## src/rtl/cca_pkg.sv

```systemverilog
// ---------------------------------------------------------------------------
// cca_pkg
// Definitions shared by the CCA box scheduler and its box buffer:
//   - default image geometry and buffer depth
//   - helpers that derive the coordinate widths and the packed box width
//   - bit offsets of the fields inside a packed box {xmin,xmax,ymin,ymax}
//   - the scheduler FSM state encoding
// ---------------------------------------------------------------------------
package cca_pkg;

    localparam int IMWIDTH_DEF   = 640;
    localparam int IMHEIGHT_DEF  = 480;
    localparam int MAX_BOXES_DEF = 16;

    // Coordinate widths and packed box width for a given image geometry.
    function automatic int x_bit_of(input int imwidth);
        return $clog2(imwidth);
    endfunction

    function automatic int y_bit_of(input int imheight);
        return $clog2(imheight);
    endfunction

    function automatic int data_bit_of(input int imwidth, input int imheight);
        return 2 * ($clog2(imwidth) + $clog2(imheight));
    endfunction

    // Field LSB positions; ymax occupies the bottom of the word.
    function automatic int ymax_lsb_of(input int imheight);
        return 0;
    endfunction

    function automatic int ymin_lsb_of(input int imheight);
        return $clog2(imheight);
    endfunction

    function automatic int xmax_lsb_of(input int imheight);
        return 2 * $clog2(imheight);
    endfunction

    function automatic int xmin_lsb_of(input int imwidth, input int imheight);
        return 2 * $clog2(imheight) + $clog2(imwidth);
    endfunction

    localparam int X_BIT_DEF    = 10;
    localparam int Y_BIT_DEF    = 9;
    localparam int DATA_BIT_DEF = 2 * (X_BIT_DEF + Y_BIT_DEF);

    typedef enum logic [1:0] {
        IDLE    = 2'd0,
        COLLECT = 2'd1,
        DRAIN   = 2'd2,
        DONE    = 2'd3
    } state_t;

endpackage

```

## src/rtl/cca_box_buf.sv

```systemverilog
// ---------------------------------------------------------------------------
// cca_box_buf
// DEPTH x WIDTH register file holding the boxes of one frame.
// One synchronous write port, one asynchronous (index-driven) read port.
// Contents are not reset: the scheduler never reads an entry it did not
// write during the current frame.
// Ports:
//   clk      clock
//   wr_en    write strobe
//   wr_idx   write index
//   wr_data  word to write
//   rd_idx   read index
//   rd_data  word at rd_idx (combinational)
// ---------------------------------------------------------------------------
module cca_box_buf #(
    parameter int DEPTH   = 16,
    parameter int WIDTH   = 38,
    parameter int IDX_BIT = $clog2(DEPTH)
) (
    input  logic               clk,
    input  logic               wr_en,
    input  logic [IDX_BIT-1:0] wr_idx,
    input  logic [WIDTH-1:0]   wr_data,
    input  logic [IDX_BIT-1:0] rd_idx,
    output logic [WIDTH-1:0]   rd_data
);

    logic [WIDTH-1:0] mem [DEPTH];

    always_ff @(posedge clk) begin
        if (wr_en) begin
            mem[wr_idx] <= wr_data;
        end
    end

    assign rd_data = mem[rd_idx];

endmodule

```

## src/rtl/cca_box_scheduler.sv

```systemverilog
// ---------------------------------------------------------------------------
// cca_box_scheduler
// Frame-level sequencer behind the run-length CCA labeller. Boxes strobed in
// between frame_start and frame_end are stored in a register buffer, then
// offered one by one over a valid/ready handshake. A frame_start seen while a
// frame is still being collected or drained is rejected (frame_skip pulse).
//
// Optional feature (compile-time macro CCA_BOX_MINSIZE_EN): boxes narrower or
// shorter than min_dim are discarded during collection. Without the macro
// every box is stored and min_dim is ignored.
//
// Ports:
//   clk, rst     clock, synchronous active-high reset
//   frame_start  one-cycle pulse at first pixel of a frame
//   frame_end    one-cycle pulse after the last labeller output of a frame
//   box_valid    box strobe, box_in packed {xmin,xmax,ymin,ymax}
//   min_dim      minimum box width/height (CCA_BOX_MINSIZE_EN only)
//   out_valid / out_ready / out_box / out_last   downstream handshake
//   box_count    boxes stored for the current / last accepted frame
//   frame_done   one-cycle pulse when a frame has been fully drained
//   overflow     sticky per frame: at least one box dropped on a full buffer
//   frame_skip   one-cycle pulse, cycle after a rejected frame_start
// ---------------------------------------------------------------------------
module cca_box_scheduler
    import cca_pkg::*;
#(
    parameter int IMWIDTH   = IMWIDTH_DEF,
    parameter int IMHEIGHT  = IMHEIGHT_DEF,
    parameter int MAX_BOXES = MAX_BOXES_DEF,
    parameter int X_BIT     = x_bit_of(IMWIDTH),
    parameter int Y_BIT     = y_bit_of(IMHEIGHT),
    parameter int DATA_BIT  = data_bit_of(IMWIDTH, IMHEIGHT),
    parameter int CNT_BIT   = $clog2(MAX_BOXES) + 1
) (
    input  logic                clk,
    input  logic                rst,
    input  logic                frame_start,
    input  logic                frame_end,
    input  logic                box_valid,
    input  logic [DATA_BIT-1:0] box_in,
    input  logic [X_BIT-1:0]    min_dim,
    output logic                out_valid,
    input  logic                out_ready,
    output logic [DATA_BIT-1:0] out_box,
    output logic                out_last,
    output logic [CNT_BIT-1:0]  box_count,
    output logic                frame_done,
    output logic                overflow,
    output logic                frame_skip
);

    localparam int IDX_BIT = CNT_BIT - 1;

    state_t               state, state_nxt;
    logic [IDX_BIT-1:0]   rd_ptr;
    logic [DATA_BIT-1:0]  rd_data;
    logic                 size_ok;
    logic                 box_keep;
    logic                 buf_full;
    logic                 wr_en;
    logic                 handshake;
    logic                 at_last;

`ifdef CCA_BOX_MINSIZE_EN
    localparam int XMIN_LSB = xmin_lsb_of(IMWIDTH, IMHEIGHT);
    localparam int XMAX_LSB = xmax_lsb_of(IMHEIGHT);
    localparam int YMIN_LSB = ymin_lsb_of(IMHEIGHT);
    localparam int YMAX_LSB = ymax_lsb_of(IMHEIGHT);

    logic [X_BIT-1:0] xmin, xmax;
    logic [Y_BIT-1:0] ymin, ymax;
    logic [Y_BIT-1:0] dy;
    logic [X_BIT:0]   box_w, box_h;

    assign xmin = box_in[XMIN_LSB +: X_BIT];
    assign xmax = box_in[XMAX_LSB +: X_BIT];
    assign ymin = box_in[YMIN_LSB +: Y_BIT];
    assign ymax = box_in[YMAX_LSB +: Y_BIT];
    assign dy   = ymax - ymin;

    // One extra bit so a full-width box (extent == IMWIDTH) cannot wrap to 0.
    assign box_w   = {1'b0, xmax} - {1'b0, xmin} + (X_BIT+1)'(1);
    assign box_h   = (X_BIT+1)'(dy) + (X_BIT+1)'(1);
    assign size_ok = (box_w >= {1'b0, min_dim}) && (box_h >= {1'b0, min_dim});
`else
    logic unused_min_dim;
    assign unused_min_dim = ^min_dim;
    assign size_ok        = 1'b1;
`endif

    assign box_keep  = (state == COLLECT) && box_valid && size_ok;
    assign buf_full  = (box_count == CNT_BIT'(MAX_BOXES));
    assign wr_en     = box_keep && !buf_full;
    assign handshake = (state == DRAIN) && out_ready;
    assign at_last   = ({1'b0, rd_ptr} == (box_count - CNT_BIT'(1)));

    // box_count doubles as the write pointer: it is below MAX_BOXES whenever wr_en is high.
    cca_box_buf #(
        .DEPTH   (MAX_BOXES),
        .WIDTH   (DATA_BIT),
        .IDX_BIT (IDX_BIT)
    ) u_buf (
        .clk     (clk),
        .wr_en   (wr_en),
        .wr_idx  (box_count[IDX_BIT-1:0]),
        .wr_data (box_in),
        .rd_idx  (rd_ptr),
        .rd_data (rd_data)
    );

    always_comb begin
        state_nxt = state;
        case (state)
            IDLE:    if (frame_start) state_nxt = COLLECT;
            // A box accepted in the frame_end cycle counts toward a non-empty frame.
            COLLECT: if (frame_end) state_nxt = ((box_count != '0) || wr_en) ? DRAIN : DONE;
            DRAIN:   if (handshake && at_last) state_nxt = DONE;
            DONE:    state_nxt = IDLE;
            default: state_nxt = IDLE;
        endcase
    end

    always_ff @(posedge clk) begin
        if (rst) begin
            state      <= IDLE;
            rd_ptr     <= '0;
            box_count  <= '0;
            overflow   <= 1'b0;
            frame_skip <= 1'b0;
        end else begin
            state      <= state_nxt;
            frame_skip <= frame_start && (state != IDLE);
            case (state)
                IDLE: begin
                    if (frame_start) begin
                        box_count <= '0;
                        overflow  <= 1'b0;
                        rd_ptr    <= '0;
                    end
                end
                COLLECT: begin
                    if (wr_en)               box_count <= box_count + CNT_BIT'(1);
                    if (box_keep && buf_full) overflow  <= 1'b1;
                end
                DRAIN: begin
                    if (handshake && !at_last) rd_ptr <= rd_ptr + IDX_BIT'(1);
                end
                DONE: begin
                    rd_ptr <= '0;
                end
                default: ;
            endcase
        end
    end

    // Outputs are forced to zero outside DRAIN so nothing stale leaks to the consumer.
    assign out_valid  = (state == DRAIN);
    assign out_box    = out_valid ? rd_data : '0;
    assign out_last   = out_valid && at_last;
    assign frame_done = (state == DONE);

endmodule

```

## config.mk

```make
export PLATFORM = sky130hd
export DESIGN_NAME = cca_box_scheduler
export DESIGN_NICKNAME = d
export VERILOG_FILES = /design/src/rtl/cca_pkg.sv /design/src/rtl/cca_box_buf.sv /design/src/rtl/cca_box_scheduler.sv
export SDC_FILE = /design/constraint.sdc
export NUM_CORES = 1
export LEC_CHECK = 0
export ABC_AREA = 1
export CAP_MARGIN = 20
export CELL_PAD_IN_SITES_DETAIL_PLACEMENT = 0
export CELL_PAD_IN_SITES_GLOBAL_PLACEMENT = 1
export CORE_ASPECT_RATIO = 0.9
export CORE_MARGIN = 2
export CORE_UTILIZATION = 52
export DETAILED_ROUTE_END_ITERATION = 12
export GPL_ROUTABILITY_DRIVEN = 0
export GPL_TIMING_DRIVEN = 0
export PLACE_DENSITY_LB_ADDON = 0.25
export RECOVER_POWER = 25
export SYNTH_ARGS = -nofsm -noshare
export SYNTH_HDL_FRONTEND = slang
export SYNTH_SLANG_ARGS = --single-unit
```

## constraint.sdc

```tcl
create_clock -name clk -period 11.1 [get_ports clk]
set_input_delay 2.22 -clock clk [delete_from_list [all_inputs] [get_ports clk]]
set_output_delay 2.22 -clock clk [all_outputs]
set_load 0.1 [all_outputs]
```

* Word-level counts from Yosys, hierarchy flattened
Memories as Yosys holds them, arrays and structs flattened. A register that Yosys moved wholly into a read port is not among the register bits.
Index checks and enable logic that the tools add are counted.
W data, S select, Z words.
** Word-level totals
- Register bits :: 13
- Memory bits (writable) :: 608
- Input bits :: 54
- Output and inout port bits :: 48
- Word-level logic and storage cells :: 59
- Memories :: 1
** Operators by class
- Add/sub/neg operators :: 3
- Equal/unequal tests :: 11
- Mux-type cells :: 19
- Reductions and logical operators :: 20
** Memories
- u_buf.mem :: depth 16, width 38, rd ports 1, clocked after Yosys merged registers in 1, write ports 1, RTL line cca_box_buf.sv:28 : logic [WIDTH-1:0] mem [DEPTH];
** Operators by type and width (number)
- $mux W38 :: 1
- $mux W4 :: 4
- $pmux W4 S3 :: 1
- $reduce_and A3 Y1 :: 4
- $mux W5 :: 2
- $pmux W5 S2 :: 1
- $logic_and A1 B1 Y1 :: 8
- $pmux W2 S4 :: 1
- $mux W2 :: 3
- $ne A2 B1 Y1 const B :: 3
- $ne A2 B2 Y1 const B :: 3
- $add A5 B1 Y5 const B :: 1
- $eq A4 B5 Y1 :: 1
- $eq A5 B5 Y1 const B :: 1
- $mux W1 :: 5
- $reduce_bool A5 Y1 :: 1
- $sub A5 B1 Y5 const B :: 1
- $add A4 B1 Y4 const B :: 1
- $eq A2 B2 Y1 const B :: 2
- $reduce_bool A2 Y1 :: 2
- $reduce_bool A3 Y1 :: 1
- $eq A2 B1 Y1 const B :: 1
- $logic_not A1 Y1 :: 2
- $logic_not A2 Y1 :: 1
- 2 further kinds :: 2

* Logic depth before layout (Yosys ltp)
- Depth in word-level cells :: 8
- Mapped depth :: 14
- Gate-level depth less buffers :: 14

* By module
From an unflattened synthesis, not the netlist that was laid out.
** Second synthesis, totals
- Cell total of the unflattened synthesis :: 2700
- Area, all modules :: 27410.0 um^2
** Modules (own cells, without submodules)
- cca_box_buf :: instances 1, cells each 2476, area each 26160.1 um^2, seq. area each 18257.5 um^2
- cca_box_scheduler :: instances 1, cells each 224, area each 1249.9 um^2, seq. area each 260.2 um^2

* Least setup slack after synthesis
Ideal clock, no wire load.
- Path kind :: flip-flop to output port
- Start :: register state[0]
- End :: output out_box[17]
- Arrival time :: 3.444 ns
- Data required time :: 8.880 ns
- Setup slack :: 5.436 ns
- Stages on the path, launching flop included :: 7
- Path buffers :: 2
- Cells stage by stage :: dfxtp_1 > inv_1 > ha_1 > inv_1 > clkbuf_1 > clkbuf_1 > a21oi_1
** Between the ends
- Word-level cells in the longest chain between the ends :: 2
** RTL lines
- start, declared :: RTL line cca_box_scheduler.sv:54 : state_t state, state_nxt;
- start signal, assigned :: RTL line cca_box_scheduler.sv:131 : state <= state_nxt;
- $eq A2 B2 Y1 :: RTL line cca_box_scheduler.sv:157 : assign out_valid = (state == DRAIN);
- named net out_valid :: RTL line cca_box_scheduler.sv:42 : output logic out_valid,
- $mux W38 :: RTL line cca_box_scheduler.sv:158 : assign out_box = out_valid ? rd_data : '0;
- end, declared :: RTL line cca_box_scheduler.sv:44 : output logic [DATA_BIT-1:0] out_box,
The timed path passes the listed nets, and every way through them passes these cells.

==> results.py <==
metrics = {
    "floorplanning": {
        "dieArea_sq_um": 49570,
        "dieWidth_microns": 234.5,
        "core_area_sq_um": 46920,
        "rows": 75,
        "initial_utilization_pct": 52.98,
        "io_pins": 102,
        "chipHeight_microns": 211.4,
    },
    "synth": {
        "postSynthAreaPerCell_sq_um": 13.17,
        "netlist_instances": 1888,
        "synth.top_cell.area_share_pct": 73.45,
        "ys_warn_count": 0,
        "ys_seq_area_share_pct": 74.82,
        "synth_top_family_by_area": "compound AO/OA/AOI/OAI gates",
        "synth-simple-area-share_pct": 8.663,
        "synth_edf_count": 608,
        "synth_compound_area_share_pct": 12.79,
        "synth_adder_area_share_pct": 0.4530,
        "synthMuxAreaShare_pct": 0,
        "syn_nets": 1951,
        "synth_cell_type_count": 29,
        "synth_xor_area_share_pct": 0.1057,
        "yosys-top-cells-area": "edfxtp_1 (73%), nor2_1 (6.6%), o21ai_0 (6.3%)",
        "async_flop_share_pct": 0,
        "syn_area_sq_um": 24860,
        "ys_ff_latch": 625,
        "synthFlopType": "edfxtp_1",
        "yosysTopAreaCell": "edfxtp_1",
    },
    "place": {
        "placed_area_sq_um": 27130,
        "dp_cells": 2624,
        "io_buffers": 91,
        "detailed_place_hpwl_microns": 48500,
        "preCtsSetupSlack_ns": 5.078,
    },
    "clocking": {
        "cts_resized": 0,
        "tritoncts": "built",
        "cts_sinks": 625,
        "h-tree-depth": 2,
        "numCtsBuffers": 60,
        "clk_latency_ns": 0.63,
        "clockBufferDepth": 3,
        "clk_pin_slew_ns": 0.06,
        "cts_hold_buf": 0,
        "cts_setup_buffers": 0,
        "cts_root_buffer": "clkbuf_16",
    },
    "run_status": {
        "status": "finished clean",
    },
    "timing": {
        "hold_violations": 0,
        "finalWorstSetupSlack_ns": 4.415,
        "hold_ws_ns": 0.4843,
        "period_needed_ns": 6.685,
        "worst_pin_slew_ns": 1.199,
        "maxSlewHeadroom_pct": 20.05,
        "fmax_mhz": 149.6,
        "final.setup_skew_ns": 0.01357,
        "setup_viol": 0,
        "finalSetupTns_ns": 0,
        "period_share_pct": 60.23,
        "slew_viol_final": 0,
        "rsz0062_at_grt": "false",
    },
    "global_route": {
        "grt_max_degree": 25,
        "grt-ovfl-total": 0,
        "antenna_found_initial": 1,
        "use_met1_pct": 44.73,
        "grt_pass1_vias": 16070,
        "use_met3_pct": 6.627,
        "met2_usage_pct": 47.48,
        "grt-busiest-layer": "met2",
        "grtUsageTotal_pct": 31.08,
        "grt_pass1_wl_microns": 108400,
    },
    "cells_and_area": {
        "layout_common_cells": "edfxtp_1 (608), nor2_1 (427), o21ai_0 (312)",
        "syn_to_final_growth_pct": 16.57,
        "final_layout_size_suffix_gt1_share_pct": 8.447,
        "design_area_sq_um": 28970,
        "final_core_util_pct": 61.75,
        "antenna_cells": 0,
        "instances_no_fill": 2735,
        "n_fill_cell": 3587,
        "final_common_cell": "edfxtp_1",
        "final_nets": 2134,
    },
    "worst_setup_path": {
        "required_ns": 8.88,
        "critical_path_class": "reg2out",
        "worstRegToRegCells": 8,
        "worst_setup_path_start_kind": "flip-flop",
        "critPathTopFamily": "buffers and inverters",
        "critPathArrivalTime_ns": 4.47,
        "crit_path_cell_trace": "buf_4 -> buf_2 -> clkbuf_1 -> o21ai_0 -> o211ai_1 -> o211ai_1 -> a21oi_1 -> clkdlybuf4s50_1",
        "cp_num_buf_inv": 4,
        "critPathCaptureType": "output port",
        "crit_fanout": 10,
        "cp_num_cells": 8,
        "cp_slowest_cell": "clkdlybuf4s50_1",
        "cp_common_cell": "o211ai_1",
        "r2r-start": "box_count[0]",
        "r2r-end": "u_buf.mem[5][26]",
        "crit_path_max_incr_delay_ns": 1.22,
        "reg2reg_slack_ns": 8.07,
    },
    "drt": {
        "antenna_left": 0,
        "drt_iter0_markers": 2712,
        "wl_microns": 75970,
        "vias_per_cell": 6.242,
        "vias": 17070,
        "wl_per_cell_microns": 27.78,
        "firstDrtPassIters": 6,
        "drcViolationCount": 0,
    },
    "min_path": {
        "whs_endpoint": "overflow",
        "hp-class": "reg2reg",
        "holdCritStartpoint": "overflow",
        "min_path_cells": 2,
    },
    "power_and_ir_drop": {
        "ir_drop_mv": 0.1330,
        "p_per_area_nw_per_um2": 198.4,
        "p_leak_nw": 9.298,
        "p_total_mw": 5.748,
    },
    "flow_run": {
        "cap_violations": 0,
    },
}
[cells in the mapped netlist, types with 5 or more instances]
| library cell | n |
|---|---|
| a21oi_1 | 52 |
| buf_1 | 5 |
| buf_2 | 9 |
| buf_4 | 32 |
| clkbuf_1 | 75 |
| dfxtp_1 | 17 |
| edfxtp_1 | 608 |
| ha_1 | 9 |
| inv_1 | 23 |
| nand2_1 | 44 |
| nand3_1 | 56 |
| nor2_1 | 440 |
| nor3_1 | 6 |
| o211ai_1 | 102 |
| o21ai_0 | 312 |
| o21ai_1 | 26 |
| o221ai_1 | 50 |
[power breakdown]
| group | internal (mW) | total [mW] | switching, mW |
|---|---|---|---|
| registers | 2.64 | 2.66 | 0.0171 |
| logic | 0.275 | 1.15 | 0.873 |
| clock network | 1.08 | 1.94 | 0.863 |
[worst max path at each step]
stage / from / end
after floorplan: state[0] / out_box[17]
after global placement: box_valid / u_buf.mem[4][26]
after detailed placement: flip-flop / out_box[9]
after CTS: flip-flop / out_box[9]
after global routing: flip-flop / out_box[9]
final: flip-flop / out_box[9]
[worst min-delay path, delay by kind of cell (launching register included)]
family | cells | cell delay [ns]
flip-flops | 1 | 0.32
AND/OR/NAND/NOR | 2 | 0.12
[layout make-up]
cell class              instances  area (sq um)  area share, %
plain buffers                 130         690.7          2.384
clock buffers                  81          1612          5.562
clock inverters                29         212.7         0.7341
inverters                      26         97.59         0.3368
multi-input cells            1107          5583          19.27
flip-flops and latches        625         18600          64.19
well taps                     616         770.7          2.660
repair buffers                121          1410          4.867
[per-layer routing]
| layer | vias up | routed length, microns |
|---|---|---|
| met2 | 1143 | 34420 |
| met3 | 161 | 9271 |
| met4 | 0 | 2339 |
| met5 | - | 0 |
| met1 | 8367 | 29940 |
| li1 | 7402 | - |
[logic make-up (layout without fill, tap and decap cells)]
logic type      after synthesis  in the layout
fa+ha+maj                     9              9
simple gates                550            550
buf+inv                     156            387
flops                       625            625
compound gates              545            545
xor+xnor                      3              3
[sequential cells by signal, indices dropped and copies added (netlist names), named ones only]
register    flops
u_buf.mem     608
box_count       5
rd_ptr          4
state           2
frame_skip      1
overflow        1
No activity file was read; power rests on OpenSTA's default activity.
